$ cat src/rtl/pwm3_deadtime.sv
// Three-phase center-aligned PWM with per-leg dead-time insertion and a latched hardware trip.
// Compare values are shadowed at carrier zero; all gate outputs are registered.
module pwm3_deadtime #(
  parameter int PERIOD   = 3750,
  parameter int DEADTIME = 150
) (
  input  logic        clk,
  input  logic        global_rst,
  input  logic [15:0] cmp_a,
  input  logic [15:0] cmp_b,
  input  logic [15:0] cmp_c,
  input  logic [15:0] ctrl,
  input  logic        trip_n,
  output logic        pwm_ah,
  output logic        pwm_al,
  output logic        pwm_bh,
  output logic        pwm_bl,
  output logic        pwm_ch,
  output logic        pwm_cl,
  output logic        pwm_sync,
  output logic [15:0] pwm_cnt,
  output logic        fault_flag
);

  localparam logic [15:0] PER = 16'(PERIOD);
  localparam logic [15:0] DT  = 16'(DEADTIME);

  logic        en_s;
  logic        clr_s;
  logic [13:0] ctrl_unused_s;
  logic        load_s;
  logic        sync_next_s;
  logic [15:0] cnt_r;
  logic [15:0] cnt_next_s;
  logic        up_r;
  logic        up_next_s;
  logic [15:0] cmp_s      [3];
  logic [15:0] eff_s      [3];
  logic [15:0] shadow_r   [3];
  logic [15:0] dt_r       [3];
  logic [15:0] dt_next_s  [3];
  logic [2:0]  raw_s;
  logic [2:0]  raw_d_r;
  logic [2:0]  raw_d_next_s;
  logic [2:0]  on_s;
  logic [2:0]  hi_r;
  logic [2:0]  lo_r;
  logic        sync_r;
  logic        trip_meta_r;
  logic        trip_sync_r;
  logic        fault_r;
  logic        fault_next_s;

  assign en_s          = ctrl[0];
  assign clr_s         = ctrl[1];
  assign ctrl_unused_s = ctrl[15:2];
  assign cmp_s[0]      = cmp_a;
  assign cmp_s[1]      = cmp_b;
  assign cmp_s[2]      = cmp_c;
  // Shadows follow the inputs while idle and reload only at carrier zero while running.
  assign load_s        = !en_s || (cnt_r == 16'd0);
  assign sync_next_s   = en_s && (cnt_r == 16'd0);

  // Up/down carrier next state; direction turns at PERIOD and at zero.
  always_comb begin
    cnt_next_s = cnt_r;
    up_next_s  = up_r;
    if (!en_s) begin
      cnt_next_s = 16'd0;
      up_next_s  = 1'b1;
    end else if (up_r) begin
      if (cnt_r >= PER) begin
        cnt_next_s = cnt_r - 16'd1;
        up_next_s  = 1'b0;
      end else begin
        cnt_next_s = cnt_r + 16'd1;
        up_next_s  = 1'b1;
      end
    end else begin
      if (cnt_r == 16'd0) begin
        cnt_next_s = cnt_r + 16'd1;
        up_next_s  = 1'b1;
      end else begin
        cnt_next_s = cnt_r - 16'd1;
        up_next_s  = 1'b0;
      end
    end
  end

  // Fault latch: a synchronized trip wins over a clear request in the same cycle.
  always_comb begin
    fault_next_s = fault_r;
    if (!trip_sync_r) begin
      fault_next_s = 1'b1;
    end else if (clr_s) begin
      fault_next_s = 1'b0;
    end else begin
      fault_next_s = fault_r;
    end
  end

  // Per-phase raw compare and dead-band sequencing; the mismatch cycle counts as the first dead cycle.
  always_comb begin
    for (int i = 0; i < 3; i++) begin
      eff_s[i]        = load_s ? cmp_s[i] : shadow_r[i];
      dt_next_s[i]    = 16'd0;
      raw_d_next_s[i] = 1'b0;
      on_s[i]         = 1'b0;
      if (eff_s[i] == 16'd0) begin
        raw_s[i] = 1'b0;
      end else if (eff_s[i] >= PER) begin
        raw_s[i] = 1'b1;
      end else begin
        raw_s[i] = (cnt_r < eff_s[i]);
      end
      if (!en_s) begin
        raw_d_next_s[i] = raw_s[i];
      end else if (fault_next_s) begin
        // Park the edge detector inverted so release always starts with a full dead band.
        dt_next_s[i]    = DT;
        raw_d_next_s[i] = ~raw_s[i];
      end else if (raw_s[i] != raw_d_r[i]) begin
        dt_next_s[i]    = DT;
        raw_d_next_s[i] = raw_s[i];
        on_s[i]         = (DT == 16'd0);
      end else if (dt_r[i] != 16'd0) begin
        dt_next_s[i]    = dt_r[i] - 16'd1;
        raw_d_next_s[i] = raw_s[i];
        on_s[i]         = (dt_r[i] == 16'd1);
      end else begin
        raw_d_next_s[i] = raw_s[i];
        on_s[i]         = 1'b1;
      end
    end
  end

  // Two-flop synchronizer for the asynchronous gate-driver trip.
  always_ff @(posedge clk or negedge global_rst) begin
    if (!global_rst) begin
      trip_meta_r <= 1'b1;
      trip_sync_r <= 1'b1;
    end else begin
      trip_meta_r <= trip_n;
      trip_sync_r <= trip_meta_r;
    end
  end

  // Carrier, shadows, dead-time state and registered gate outputs.
  always_ff @(posedge clk or negedge global_rst) begin
    if (!global_rst) begin
      cnt_r   <= 16'd0;
      up_r    <= 1'b1;
      sync_r  <= 1'b0;
      fault_r <= 1'b0;
      raw_d_r <= 3'b000;
      hi_r    <= 3'b000;
      lo_r    <= 3'b000;
      for (int i = 0; i < 3; i++) begin
        shadow_r[i] <= 16'd0;
        dt_r[i]     <= 16'd0;
      end
    end else begin
      cnt_r   <= cnt_next_s;
      up_r    <= up_next_s;
      sync_r  <= sync_next_s;
      fault_r <= fault_next_s;
      raw_d_r <= raw_d_next_s;
      hi_r    <= on_s & raw_s;
      lo_r    <= on_s & ~raw_s;
      for (int i = 0; i < 3; i++) begin
        shadow_r[i] <= eff_s[i];
        dt_r[i]     <= dt_next_s[i];
      end
    end
  end

  assign pwm_ah     = hi_r[0];
  assign pwm_al     = lo_r[0];
  assign pwm_bh     = hi_r[1];
  assign pwm_bl     = lo_r[1];
  assign pwm_ch     = hi_r[2];
  assign pwm_cl     = lo_r[2];
  assign pwm_sync   = sync_r;
  assign pwm_cnt    = cnt_r;
  assign fault_flag = fault_r;

endmodule

$ cat config.mk
export PLATFORM = sky130hd
export DESIGN_NAME = pwm3_deadtime
export DESIGN_NICKNAME = d
export VERILOG_FILES = /design/src/rtl/pwm3_deadtime.sv
export SDC_FILE = /design/constraint.sdc
export NUM_CORES = 1
export LEC_CHECK = 0
export ABC_AREA = 1
export CAP_MARGIN = 20
export CORE_UTILIZATION = 46
export CTS_CLUSTER_SIZE = 28
export DETAILED_ROUTE_END_ITERATION = 8
export GPL_TIMING_DRIVEN = 1
export PLACE_DENSITY = 0.69
export SLEW_MARGIN = 20
export SYNTH_ARGS = -nofsm -noshare
export SYNTH_HDL_FRONTEND = slang
export SYNTH_SLANG_ARGS = --single-unit
$ cat constraint.sdc
create_clock -name clk -period 7.8 [get_ports clk]
set_input_delay 1.95 -clock clk [delete_from_list [all_inputs] [get_ports clk]]
set_output_delay 1.95 -clock clk [all_outputs]
set_load 0.01 [all_outputs]
# ---- Word level (Yosys, flattened, before mapping)
# Cells that the tools add are included.
dict set report classes {
  addsub 5
  magnitude_cmp 7
  eq_ne 6
  mux 49
  n_bitwise 6
  n_reduce_logical 10
}
# op n
set ops {}
lappend ops {{16-bit two-way mux} 19}
lappend ops {{16-bit by 12-bit greater-or-equal comparator with 1-bit output, second input constant} 4}
lappend ops {{16-bit logical NOT} 4}
lappend ops {{16-bit by 1-bit subtractor with 16-bit output, second input constant} 4}
lappend ops {{16-bit by 1-bit == test with 1-bit output, second input constant} 3}
lappend ops {{16-bit < comparator} 3}
lappend ops {{16-bit nonzero test} 3}
lappend ops {{1-bit two-way mux} 30}
lappend ops {{16-bit by 1-bit adder with 16-bit output, second input constant} 1}
lappend ops {{3-bit bitwise AND} 2}
lappend ops {{1-bit inequality test} 3}
lappend ops {{1-bit inverter} 3}
lappend ops {{3-bit inverter} 1}
lappend ops {{1-bit logical AND} 1}
lappend ops {{1-bit logical NOT} 1}
lappend ops {{1-bit logical OR} 1}
dict set report word_totals {
  ff_bits 126
  input_bits 67
  output_inout_bits 24
  word_cells 98
}

# ---- Longest topological paths before layout
dict set report logic_depth {
  word_depth 11
  depth_mapped 23
  ltp_nobuf 22
}

# ---- Worst setup path before layout
# Ideal clock, no wire load.
dict set report synth_path {
  kind {input to register}
  from {input ctrl[0]}
  to {register dt_r[11] in the netlist's numbering}
  arrival_ps 4070
  slack_ps 3660
  path_stages 17
  path_buffers 4
  cell_sequence {buf_2 nand2_8 buf_6 buf_6 nand2_1 o21ai_1 ha_1 a21oi_1 nor2_1 a2111oi_0 nand2_1 nand2_1 nand2_2 nand2_4 nand3_4 buf_8 nor2_2}
}
# item line
set synth_rtl {}
lappend synth_rtl {{from (decl)} 12} ;# input logic [15:0] ctrl,
lappend synth_rtl {{to (signal, indexed assignment)} 172} ;# dt_r[i] <= dt_next_s[i];
lappend synth_rtl {{to (decl)} 40} ;# logic [15:0] dt_r [3];

==> impl_metrics.toml <==
[timing]
min_period_over_period = 0.6188
setup_viol = 0
hold_viol = 0
slew_violations = 0
tightest_slew_ns = 0.8803
tns_ns = 0
rsz0062_at_grt = "false"
period_needed_ns = 4.827
skew_ns = 0.008979
clock.fmax_mhz = 207.2
relSlewSlack = 0.4131

[detailed_routing]
routed_via_density = 5.023
routed-wl-met3_um = 702
wl_met2_um = 8231
first_pass_iters = 5
drtIter0Drc = 322
wl_per_cell_um = 13.59
vias = 6630
remaining_drc_errors = 0
wl_um = 17940
met1_length_um = 8618
top_layer_used = "met4"
ant_nets = 0

[worst_setup_path]
startpoint_type = "input pin"
rrSetupSlack_ns = 3.65
critical_path.endpoint = "dt_r[16]"
critPathLaunch = "ctrl[0]"
end_kind = "register"
crit_type = "in -> reg"
rr_endpoint = "dt_r[16]"
cp.arrival_ns = 5.17
cp_max_fo = 90
required_ns = 8.15
reg2regPathDepth = 17
crit-reg2reg-launch = "pwm_cnt[1]"

[floorplan]
dieWidth_um = 132.9
die_h_um = 132.9
std_cell_rows = 47
dieArea_um2 = 17660
start_util = 0.4736
core_region_area_um2 = 16640
io_pins = 91

[placement]
place_area_um2 = 8757
gp_congestion = 0.8353
portBuffers = 76
placedCellCount = 1288
hpwl_um = 12630

[cells_and_area]
stdcell_count = 1320
final_common_cell = "nand2_1"
area_delta_synth_final_pct = 19.02
stdcell_area_um2 = 9382
diodes = 0
drive_gt1_frac = 0.07455
final_nets = 1202
mostFrequentLayoutCells = "nand2_1, inv_1, dfrtp_1"

[cts]
clock_path_buffers = 2
post-cts-setup-buffers = 0
cts_root_buffer = "clkbuf_16"
cts_resized = 0
cts_num_sinks = 126
hold_buffers = 0
h-tree-depth = 4
cts_tree = "yes"
clock_latency_ns = 0.43
numCtsBuffers = 17
clkTransAtPathRegs_ns = 0.06

[logic_synthesis]
ys.flop_type = "dfrtp_1"
synth-xor-area-share = 0.05000
synth-seq-cells = 126
synthAdderAreaFrac = 0.07619
mappedNetlistNets = 1128
netlist.area_leader.share = 0.3905
syn_area_um2 = 7883
seq_area_frac_synth = 0.4005
synth_area_leaders = "dfrtp_1, nand2_1, inv_1"
synthMuxAreaShare = 0
post-synth-top-area-cell = "dfrtp_1"
synth_cell_types = 46
synthCells = 1013
avgSynthCellArea_um2 = 7.781
synth-edff-count = 0
synthSimpleGateAreaFrac = 0.2784
async_flop_share = 1.000
synth_top_family_by_area = "simple AND/OR/NAND/NOR gates"
ys_warn_count = 0
synth_compound_area_frac = 0.08857

[global_routing]
gr-usage-all-layers = 0.2173
overflow = 0
grt_antenna_before_repair = 0
grt_pass1_wl_um = 30290
grt_max_degree = 91
grt_pass1_vias = 6319

[power_and_ir_drop]
p_sw_w = 0.001183
p_leak_nw = 4.740
seq_power_share = 0.320
power_density_nw_per_um2 = 316.1
swShare = 0.3988
clkPwrFrac = 0.285
peakVddDrop_v = 0.0001894
p_int_w = 0.001783
pwr-share-comb = 0.395

[outcome]
outcome = "completed"

[flow_run]
maxCapViolCount = 0

[hold_path]
hold_path_class = "reg -> reg"
cells in the mapped netlist (11+ instances only):
cell,n
nor3_1,25
inv_1,172
o21ai_0,31
nor4_1,15
ha_1,48
nor2_1,110
o21ai_1,14
nand3_1,74
dfrtp_1,123
nand2_1,193
xnor2_1,12
xor2_1,33
nor2_2,11
a21oi_1,36
nand4_1,13
power by group through the flow:
stage	logic, W	registers [W]	clock network [W]
2_1_floorplan	0.000903	0.000904	0
3_3_place_gp	0.00113	0.000953	0
3_5_place_dp	0.00116	0.000956	0
4_1_cts	0.00118	0.000945	0.000859
5_1_grt	0.00134	0.000963	0.000885
6_report	0.00117	0.000948	0.000845
routing by layer:
| layer | GRT usage | vias up |
|---|---|---|
| met2 | 0.3467 | 124 |
| met3 | 0.04751 | 34 |
| met1 | 0.2891 | 3063 |
| li1 | - | 3409 |
| met5 | 0 | - |
| met4 | 0.07982 | 0 |
worst max-delay path, stage by stage:
cell,delay [ns]
clkdlybuf4s50_1,0.58
nand2_8,0.34
o21ai_0,0.47
ha_1,0.32
a21oi_1,0.15
nor2_1,0.05
a2111oi_0,0.39
nand2_1,0.14
nand2_2,0.11
nand2_2,0.09
nand2_2,0.13
nand3_2,0.24
nor2_1,0.17
worst min path at each step:
stage	startpoint	to	slack, ns	cells after the start
6_report	trip_meta_r	trip_sync_r	0.36	0
5_1_grt	trip_meta_r	trip_sync_r	0.36	0
4_1_cts	trip_meta_r	trip_sync_r	0.36	0
3_5_place_dp	trip_meta_r	trip_sync_r	0.35	0
3_3_place_gp	trip_meta_r	trip_sync_r	0.35	0
2_1_floorplan	trip_meta_r	trip_sync_r	0.35	0
cells by family after synthesis:
kind of cell               Yosys count
AOI/OAI and AO/OA                  118
xor gates and xnor gates            45
adders and majority gates           48
buffers and inverters              198
DFF                                126
and+or+nand+nor                    478
area by class of cell:
class / count / area (um^2)
inverters: 173 / 649.4
clock buffers: 21 / 460.4
well taps: 220 / 275.3
repair buffers: 80 / 788.3
clock inverters: 11 / 163.9
multi-input cells: 689 / 3887
flip-flops and latches: 126 / 3157
fillers: 1550 / 7261
state kept, by name, indices dropped and copies added, names as in the netlist:
name	count
raw_d_r	3
fault_flag	1
up_r	1
trip_sync_r	1
pwm_cnt	16
dt_r	48
lo_r	3
pwm_sync	1
shadow_r	48
trip_meta_r	1
hi_r	3
metrics by stage:
step                      hold slack, ns  power (W)  worst slack [ns]  utilization
final                             0.3563   0.002966             2.973       0.5637
after global routing              0.3587   0.003188             2.753       0.5637
after CTS                         0.3591   0.002980             3.014       0.5637
after detailed placement          0.3509   0.002120             2.588       0.5262
after global placement            0.3459   0.002079             2.695       0.5262
after floorplan                   0.3452   0.001807             3.660            -
Note: power is estimated with default switching activity, not from simulation.
